File: src/rtl/rle_encoder_stream.sv
// Streaming run-length encoder: turns a symbol stream into (symbol, run length) pairs
// behind a single output register, closing runs on symbol change, saturation or frame end.
module rle_encoder_stream #(
    parameter int DATA_W = 8,
    parameter int CNT_W  = 8,
    parameter int ZRL    = 0
) (
    input  logic              clk,
    input  logic              rst,
    input  logic              s_valid,
    output logic              s_ready,
    input  logic [DATA_W-1:0] s_data,
    input  logic              s_last,
    output logic              m_valid,
    input  logic              m_ready,
    output logic [DATA_W-1:0] m_data,
    output logic [CNT_W-1:0]  m_count,
    output logic              m_last
);
    localparam logic [CNT_W-1:0] MAX_RUN = '1;

    typedef enum logic [1:0] {IDLE, RUN, PEND} state_t;

    state_t              state_q, state_d;
    logic [DATA_W-1:0]   run_sym_q, run_sym_d;
    logic [CNT_W-1:0]    run_cnt_q, run_cnt_d;
    logic                m_valid_q, m_valid_d;
    logic [DATA_W-1:0]   m_data_q, m_data_d;
    logic [CNT_W-1:0]    m_count_q, m_count_d;
    logic                m_last_q, m_last_d;

    logic                out_free;
    logic                accept;
    logic                merge;
    logic [CNT_W-1:0]    cnt_inc;
    logic                emit;
    logic [DATA_W-1:0]   emit_data;
    logic [CNT_W-1:0]    emit_count;
    logic                emit_last;

    assign out_free = !m_valid_q || m_ready;
    assign s_ready  = !rst && (state_q != PEND) && out_free;
    assign accept   = s_valid && s_ready;
    assign merge    = (s_data == run_sym_q) && ((ZRL == 0) || (s_data == '0));
    // A held run is always below MAX_RUN, so this increment cannot wrap.
    assign cnt_inc  = run_cnt_q + 1'b1;

    always_comb begin
        state_d    = state_q;
        run_sym_d  = run_sym_q;
        run_cnt_d  = run_cnt_q;
        emit       = 1'b0;
        emit_data  = run_sym_q;
        emit_count = run_cnt_q;
        emit_last  = 1'b0;

        case (state_q)
            IDLE: begin
                if (accept) begin
                    if (s_last) begin
                        emit       = 1'b1;
                        emit_data  = s_data;
                        emit_count = CNT_W'(1);
                        emit_last  = 1'b1;
                    end else begin
                        run_sym_d = s_data;
                        run_cnt_d = CNT_W'(1);
                        state_d   = RUN;
                    end
                end
            end
            RUN: begin
                if (accept) begin
                    if (merge) begin
                        if ((cnt_inc == MAX_RUN) || s_last) begin
                            emit       = 1'b1;
                            emit_count = cnt_inc;
                            emit_last  = s_last;
                            state_d    = IDLE;
                        end else begin
                            run_cnt_d = cnt_inc;
                        end
                    end else begin
                        // Close the current run; the new symbol either starts a run or,
                        // on frame end, waits one cycle in PEND for the output register.
                        emit      = 1'b1;
                        run_sym_d = s_data;
                        run_cnt_d = CNT_W'(1);
                        state_d   = s_last ? PEND : RUN;
                    end
                end
            end
            PEND: begin
                if (out_free) begin
                    emit       = 1'b1;
                    emit_count = CNT_W'(1);
                    emit_last  = 1'b1;
                    state_d    = IDLE;
                end
            end
            default: state_d = IDLE;
        endcase

        m_valid_d = m_valid_q && !m_ready;
        m_data_d  = m_data_q;
        m_count_d = m_count_q;
        m_last_d  = m_last_q;
        if (emit) begin
            m_valid_d = 1'b1;
            m_data_d  = emit_data;
            m_count_d = emit_count;
            m_last_d  = emit_last;
        end
    end

    always_ff @(posedge clk) begin
        if (rst) begin
            state_q   <= IDLE;
            run_sym_q <= '0;
            run_cnt_q <= '0;
            m_valid_q <= 1'b0;
            m_data_q  <= '0;
            m_count_q <= '0;
            m_last_q  <= 1'b0;
        end else begin
            state_q   <= state_d;
            run_sym_q <= run_sym_d;
            run_cnt_q <= run_cnt_d;
            m_valid_q <= m_valid_d;
            m_data_q  <= m_data_d;
            m_count_q <= m_count_d;
            m_last_q  <= m_last_d;
        end
    end

    assign m_valid = m_valid_q;
    assign m_data  = m_data_q;
    assign m_count = m_count_q;
    assign m_last  = m_last_q;
endmodule

File: config.mk
export PLATFORM = sky130hd
export DESIGN_NAME = rle_encoder_stream
export DESIGN_NICKNAME = d
export VERILOG_FILES = /design/src/rtl/rle_encoder_stream.sv
export SDC_FILE = /design/constraint.sdc
export NUM_CORES = 1
export LEC_CHECK = 0
export CAP_MARGIN = 20
export CORE_MARGIN = 4
export CORE_UTILIZATION = 45
export DETAILED_ROUTE_END_ITERATION = 8
export PLACE_DENSITY_LB_ADDON = 0.08
export SYNTH_ARGS = -nofsm -noshare
export SYNTH_HDL_FRONTEND = slang
export SYNTH_SLANG_ARGS = --single-unit
File: constraint.sdc
create_clock -name clk -period 3.6 [get_ports clk]
set_clock_uncertainty 0.15 [all_clocks]
set_input_delay 0.72 -clock clk [delete_from_list [all_inputs] [get_ports clk]]
set_output_delay 0.72 -clock clk [all_outputs]
set_load 0.05 [all_outputs]
==> flow_summary.ini, run 1 <==
[floorplan]
dieWidth_um = 74.1
core_um2 = 4120
die_y_um = 74.1
initial_core_util_pct = 47.7
die-area_um2 = 5490
rows = 23
boundaryPins = 32

[place]
port_buffers = 31
dpl_cell_area_um2 = 2310
dp_hpwl_um = 3190
gp_congestion = 0.844
place_ws_ps = 313

[finish]
finalCoreUtilization_pct = 58.8
final_nets = 284
postLayoutCellArea_um2 = 2420
diodes = 0
area_growth_pct = 23.2
num-fill-cells = 385
drive_gt1_share_pct = 7.78

[timing]
finalSetupViolations = 0
finalCritPeriodShare_pct = 82.7
whs_ps = 345
rsz0062_at_grt = false
setup_tns_ps = 0
slew_violations = 0
setup_ws_ps = 621
relSlewSlack_pct = 66.0
hold_violations = 0
period_needed_ps = 2980
fmax_mhz = 336
tightest_slew_ps = 508

[clock_tree]
cts.sink_count = 36
cts_root_buffer = clkbuf_8
worst_skew_pair.late_latency_ps = 290
cts.clk_slew.worst_paths_ps = 70
cts_resized = 0
cts_tree = yes
clock_path_buffers = 2
cts_htree_levels = 2
post_cts_buffers = 0
cts_made_buffers = 5
postCtsHoldBufs = 0

[detailed_routing]
drt_iter0_drc = 159
drt-total-wl_um = 4540
vias = 1818
viasPerCell = 5.68
wire_per_inst_um = 14.2
ant_nets = 0
drc = 0
first_pass_iters = 4

[logic_synthesis]
synth_top_cell_area_share_pct = 36.7
synthTopCellsByArea = dfxtp_1 37%, nor2_1 5.7%, a311oi_1 4.5%, nand3_1 4.3%, nand2_1 4.2%
ys_seq_elements = 36
ys_seq_area_share_pct = 36.7
syn-cell-area_um2 = 1960
synth_edf_count = 0
synth.largest_area_cell = dfxtp_1
ys_types = 48
synth-main-ff-cell = dfxtp_1
synth_commonest_cells = 36 x dfxtp_1, 30 x nor2_1, 22 x nand2_1
yosysWarnings = 0
synth_cells = 241
syn_avg_cell_area_um2 = 8.15
yosysMostFrequentCell = dfxtp_1
async_flop_share_pct = 0
synthesis.nets = 256

[power_and_ir_drop]
vdd_drop_max_mv = 0.284
power.density_nw_per_um2 = 389
power_leakage_nw = 0.846

[critical_path]
path_class = input port to register
endpoint_kind = register
arrival_ps = 3040
cp-start-kind = input port
cp.required_ps = 3660
critPathMaxFanout = 11

[grt]
grt_max_degree = 33
grt_pass1_wl_um = 7730
grt_usage_pct = 18.0
grt_remaining_overflow = 0
antenna_found_initial = 0
grt_pass1_vias = 1628

[worst_hold_path]
hold_path.class = register to register

[outcome]
status = completed

[job]
max-cap-violations = 0
-- registers in the layout (all words and copies together) (netlist names) --
register and cells:
m_last 1, m_count 8, m_valid 1, state_q 2, run_cnt_q 8, m_data 8, run_sym_q 8
-- placed cells by master (no fill, tap or decap), drive strengths merged, types with 2 or more instances in the layout --
cell,instances
a211oi,3
xnor2,9
buf,9
a21oi,7
nor2b,6
nand3,17
dfxtp,36
clkbuf,6
a22oi,2
mux2i,8
ha,2
inv,6
and4,2
and2,2
a31oi,10
nand2,22
nand4,3
clkdlybuf4s50,30
or3,4
o21ai,11
nand2b,3
and3,5
a311oi,10
nor2,30
o211ai,2
nor3b,3
nor3,6
-- where the power goes --
part	internal (W)	switching, W	total (W)
combinational	0.0000631	0.0000972	0.000160
sequential	0.000414	0.0000113	0.000425
clock	0.000206	0.000150	0.000356
total	0.000682	0.000259	0.000941
-- cell families (layout without fill, tap and decap cells) --
family                     after synthesis  in the layout  share of synthesized area (%)
and+or+nand+nor                        108            108                           27.9
muxes                                    8              8                           4.08
DFF                                     36             36                           36.7
buffers and inverters                   24             53                           5.92
adders and majority gates                2              2                           1.27
xor gates and xnor gates                10             10                           4.46
AOI/OAI and AO/OA                       53             53                           19.7
-- critical path: stages --
cell             delay [ps]
clkdlybuf4s50_1         510
a41o_1                  240
a311oi_1                400
or2_1                   310
and4_1                  500
a21oi_1                 120
a211oi_1                230
-- layout make-up --
class	count	area, um2	share of cell area, %
Inverter	6	22.5	0.930
Tap cell	50	62.6	2.58
Clock buffer	6	72.6	3.00
Sequential cell	36	721	29.8
Timing Repair Buffer	39	380	15.7
Clock inverter	2	35.0	1.45
Multi-Input combinational cell	181	1130	46.6
-- path summary, 6_finish.rpt --
| check | end | depth (start not counted) | from | slack (ps) |
|---|---|---|---|---|
| hold reg to reg | m_last | 2 | m_last | 340 |
| hold / removal | m_last | 2 | m_last | 340 |
| setup / recovery | run_cnt_q[4] | 7 | s_last | 620 |
| setup reg to reg | run_cnt_q[4] | 8 | run_cnt_q[0] | 700 |
-- through the flow --
stage | std cells | total power, W
5_1_grt | 320 | 0.000975
2_1_floorplan | 241 | 0.000536
3_5_place_dp | 312 | 0.000595
4_1_cts | 320 | 0.000946
6_report | 320 | 0.000941
3_3_place_gp | 312 | 0.000595
-- routing by layer --
layer | up-vias | GRT usage (%) | wire, um
met5 | - | 0 | 0
met3 | 5 | 5.14 | 285
met2 | 53 | 25.7 | 1890
met1 | 830 | 26.1 | 2310
li1 | 930 | - | -
met4 | 0 | 5.63 | 60
(Power assumes the default switching activity.)
==> inputs of run 2 (changes only) <==
- clock period: 3.6 -> 2.6 ns (I/O delays scaled with it)
==> run 2 against run 1 <==
Worst setup slack lost 610 ps. Power increased by 35%. Non-clock buffer count rose by 46. Register-to-register slack got worse by 690 ps. Sequential cell count is the same.
==> flow_summary.ini, run 2 (synthesized netlist as in run 1, its figures left out) <==
[outcome]
status = completed

[grt]
grt_max_degree = 33
grt_remaining_overflow = 0
grt_pass1_vias = 1750
antenna_found_initial = 0
grt_pass1_wl_um = 8250
grt_usage_pct = 19.4

[place]
dp_hpwl_um = 3600
port_buffers = 31
gp_congestion = 0.864
post-place-cells = 351

[detailed_routing]
vias = 2021
drt-total-wl_um = 5380
viasPerCell = 5.52
ant_nets = 0
wire_per_inst_um = 14.7
first_pass_iters = 4
drc = 0
drt_iter0_drc = 121

[timing]
relSlewSlack_pct = 65.7
slew_violations = 0
hold_violations = 0
finalSetupViolations = 0
rsz0062_at_grt = true
whs_ps = 343
tightest_slew_ps = 512
setup_tns_ps = 0
period_needed_ps = 2590
finalCritPeriodShare_pct = 99.5
fmax_mhz = 386

[power_and_ir_drop]
power.density_nw_per_um2 = 442
power_leakage_nw = 1.08
vdd_drop_max_mv = 0.277
p_total_w = 0.00128

[critical_path]
endpoint_kind = register
critPathMaxFanout = 8
path_class = register to register
arrival_ps = 2610
cp.required_ps = 2630
cp-start-kind = register

[job]
max-cap-violations = 0

[floorplan]
boundaryPins = 32
dieWidth_um = 74.1
die-area_um2 = 5490
initial_core_util_pct = 47.7
rows = 23
die_y_um = 74.1
core_um2 = 4120

[finish]
area_growth_pct = 46.9
diodes = 0
finalCoreUtilization_pct = 70.1
layout_commonest_cell = buf_4
final_cells = 366
final_cell_mix = 47 x buf_4, 34 x dfxtp_1, 30 x clkdlybuf4s50_1, 29 x nor2_1, 22 x nand2_1
num-fill-cells = 331
final_nets = 330
drive_gt1_share_pct = 25.3

[clock_tree]
cts_htree_levels = 2
worst_skew_pair.late_latency_ps = 290
cts_tree = yes
cts_root_buffer = clkbuf_8
postCtsHoldBufs = 0
cts_made_buffers = 5
clock_path_buffers = 2
cts.clk_slew.worst_paths_ps = 70
cts.sink_count = 36

[worst_hold_path]
hold_path.class = register to register
run 2: changes by cell type in the layout (fill, tap and decap cells not counted), sizes merged:
| cell | previous run | this run |
|---|---|---|
| buf | 9 | 54 |
| bufinv | 1 | 0 |
| clkbuf | 6 | 9 |
| clkinv | 1 | 0 |
run 2: critical path, stage by stage, from the launching register on:
cell	delay (ps)
dfxtp_4	360
inv_1	50
ha_2	180
and3_4	190
and3_4	190
a311oi_4	290
buf_4	160
or4b_4	170
buf_6	120
nor2b_1	40
o2111a_1	240
or3_1	340
run 2: per-stage QoR:
stage / instance area (um2) / setup WS, ps
2_1_floorplan: 1960 / 117
3_3_place_gp: 2620 / -288
3_5_place_dp: 2620 / -267
4_1_cts: 2730 / 3.28
5_1_grt: 2890 / -95.4
6_report: 2890 / 12.5
run 2: cell type report:
type / instances / area (um2) / area share [%]
Timing Repair Buffer: 85 / 778 / 27.0
Multi-Input combinational cell: 181 / 1210 / 41.8
Inverter: 6 / 22.5 / 0.780
Tap cell: 50 / 62.6 / 2.17
Sequential cell: 36 / 726 / 25.1
Clock buffer: 8 / 90.1 / 3.12
run 2: what timing repair did:
action | in CTS | in global routing
gates resized for setup | 4 | 20
pin swaps | 1 | 11
cloned | 0 | 1
endpoints found under the setup margin | 6 | 19
setup buffers | 1 | 5
run 2: layer usage:
layer  share of wire [%]  vias up  GRT usage (%)
met5                   0        -              0
met3                 5.2        8           4.46
met2                  46       50           29.1
met4                 1.7        0           7.24
met1                  47      942           27.2
li1                    -     1021              -
run 2: worst paths after layout:
kind,slack (ps),end,depth (start not counted),from
worst max-delay path,10,m_count[7],11,run_cnt_q[0]
worst min-delay path,340,m_data[1],2,m_data[1]
worst max register to register,10,m_count[7],11,run_cnt_q[0]
worst min register to register,340,m_data[1],2,m_data[1]
run 2: power breakdown:
part	switching (W)	internal, W	total [W]
registers	0.0000129	0.000573	0.000586
clock network	0.000197	0.000216	0.000413
logic	0.000150	0.000127	0.000277
total	0.000360	0.000916	0.00128
==> edit: new RTL, flow settings as in run 2 <==
Change the parameter `DATA_W` from 8 to 12.
--- a/src/rtl/rle_encoder_stream.sv
+++ b/src/rtl/rle_encoder_stream.sv
@@ -1,7 +1,7 @@
 // Streaming run-length encoder: turns a symbol stream into (symbol, run length) pairs
 // behind a single output register, closing runs on symbol change, saturation or frame end.
 module rle_encoder_stream #(
-    parameter int DATA_W = 8,
+    parameter int DATA_W = 12,
     parameter int CNT_W  = 8,
     parameter int ZRL    = 0
 ) (
Interface: changed (resized m_data and s_data); port bits go from 32 to 40. No check against the original RTL was run, so the function may have changed too.
==> edit against run 2 <==
First-iteration DRC count up 56%. Design area up 13%. Combinational power up 42%. Power up 24%. Worst setup slack better by 0.13 ns. Routed wire length up 10%. Hold slack better by 0.0083 ns. Count of clock-buffer cells in the layout down 1. Fmax up 5.1%. Sequential cell count up 8. Die area up 26%. Synthesized area up 29%. Critical endpoint is now run_cnt_q[3]$_SDFFE_PP0P_. Highest routed layer unchanged.
==> edit: results (changes against run 2) <==
- Mapped Cells: 278 (+15%)
- Clock Path Buffers: 2 (unchanged)
- Seq/Total Area, Yosys: 0.3471 (-0.01974)
- Fraction of layout cells with a size suffix above 1: 0.2030 (-0.05018)
- Post-placement worst setup slack: -0.1807 ns (+0.08665 ns)
- Worst-skew pair later-pin latency: 0.29 ns (about the same)
- Hold crit path type: flip-flop to flip-flop
- GP Congestion: 0.9135 (+5.8%)
- DP HPWL: 4.372 mm (+22%)
- # nets final: 353 (+7.0%)
- Yosys warnings: 0 (unchanged)
- Ys flop type: dfxtp_1
- Syn nets: 297 (+16%)
- Worst-path clk slew: 0.08 ns
- Num CTS Buffers: 5 (unchanged)
- Antenna violations before repair: 0 (unchanged)
- # Post-CTS Setup Buffers: 0 (-1)
- Worst-margin pin slew: 0.5147 ns (+0.002341 ns)
- Final hold violation count: 0 (unchanged)
- Status: finished, final reports clean
- Number of global-route vias before repair: 2207 (+26%)
- Max FO, Critical Path: 6 (-2)
- All-layer global routing usage: 0.1794 (-0.01498)
- Largest cells by area after synthesis: dfxtp_1 (35%), mux2i_1 (9.5%), nor2_1 (6.8%)
- Drt pass-1 iters: 5 (+1)
- DR vias/cell: 5.533 (+0.20%)
- Crit path arrival time: 2.50 ns (-0.11 ns)
- Ys async rst share: 0 (unchanged)
- Dpl cells: 399 (+14%)
- Port Buffers: 39 (+26%)
- Total Routed Length: 5.932 mm (+10%)
- H-Tree Depth: 2 (unchanged)
- Drt initial violations: 189 (+56%)
- First-pass GRT wire length: 10.40 mm (+26%)
- Filler cells: 538 (+63%)
- Top cells by count, synth: nor2_1 (46), dfxtp_1 (44), mux2i_1 (24)
- Layout Cells excl Fill: 407 (+11%)
- Worst vdd ir: 333.4 uV (+20%)
- Pleak: 1.148 nW (+6.3%)
- Clock root cell: clkbuf_8
- Largest net degree at the start of global routing: 27 (-18%)
- Ant diodes: 0 (unchanged)
- Synth cell types: 54 (+13%)
edit: changes by cell type in the layout (fill, tap and decap cells not counted), sizes merged, moves of 11 or more:
cell / before / now
buf: 54 / 32
mux2i: 8 / 24
nor2: 30 / 46
a211oi: 3 / 18
nand2: 22 / 10
xor2: 1 / 12
edit: area by class of cell:
cell class / instances / area [sq um] / share of cell area
Clock buffer: 7 / 86.33 / 0.02653
Clock inverter: 1 / 7.507 / 0.002307
Inverter: 5 / 18.77 / 0.005767
Multi-Input combinational cell: 209 / 1509 / 0.4637
Sequential cell: 44 / 880.8 / 0.2707
Tap cell: 72 / 90.09 / 0.02768
Timing Repair Buffer: 69 / 661.9 / 0.2034
edit: worst paths after layout:
kind,start,endpoint,slack [ns],depth (start not counted)
max,s_data[11],run_cnt_q[3]$_SDFFE_PP0P_,0.14,8
min,m_data[11]$_SDFFE_PP0P_,m_data[11]$_SDFFE_PP0P_,0.35,2
max reg2reg,state_q[0]$_SDFFE_PP0P_,m_count[2]$_SDFFE_PP0P_,0.33,7
min reg2reg,m_data[11]$_SDFFE_PP0P_,m_data[11]$_SDFFE_PP0P_,0.35,2
edit: stage by stage:
step                      setup TNS, ns  instance area [sq um]  utilization
final                                 0                   3254       0.5947
after global routing                  0                   3254       0.5947
after CTS                             0                   3249       0.5937
after detailed placement         -3.940                   3156       0.5766
after global placement           -2.659                   3156       0.5766
after floorplan                       0                   2542            -
edit: kinds of logic (layout without fill, tap and decap cells):
logic type,after synthesis,in the layout,synth area share
XOR/XNOR,16,16,0.05523
buffers and inverters,25,82,0.06065
AND/OR/NAND/NOR,104,104,0.2170
adder cells (fa/ha/maj),2,2,0.009860
multiplexers,25,25,0.09911
AO/OA/AOI/OAI,62,62,0.2111
flip-flops,44,44,0.3471
edit: where the power goes:
group          total [mW]  switching (mW)  leakage [nW]  internal, mW
combinational       0.392           0.229         0.745         0.162
sequential          0.733          0.0248         0.358         0.708
clock               0.452           0.236        0.0445         0.216
total                1.58           0.490          1.15          1.09
edit: what timing repair did:
item                       4_1_cts  5_1_grt
setup endpoints to repair        0        4
resized for setup                0        2
hold buffers                     0        0
edit: critical path, cell delays in order:
cell and delay, ns:
clkdlybuf4s50_1 0.52, xor2_1 0.18, nor4_1 0.07, buf_4 0.14, and3_2 0.25, a31oi_2 0.34
nor2_1 0.11, a221o_1 0.36
edit: layer usage:
layer | up-vias | wire (um) | GRT usage
met5 | - | 0 | 0
met4 | 0 | 104 | 0.05646
met3 | 12 | 289 | 0.04266
met2 | 66 | 2829 | 0.2966
met1 | 1062 | 2709 | 0.2304
li1 | 1112 | - | -
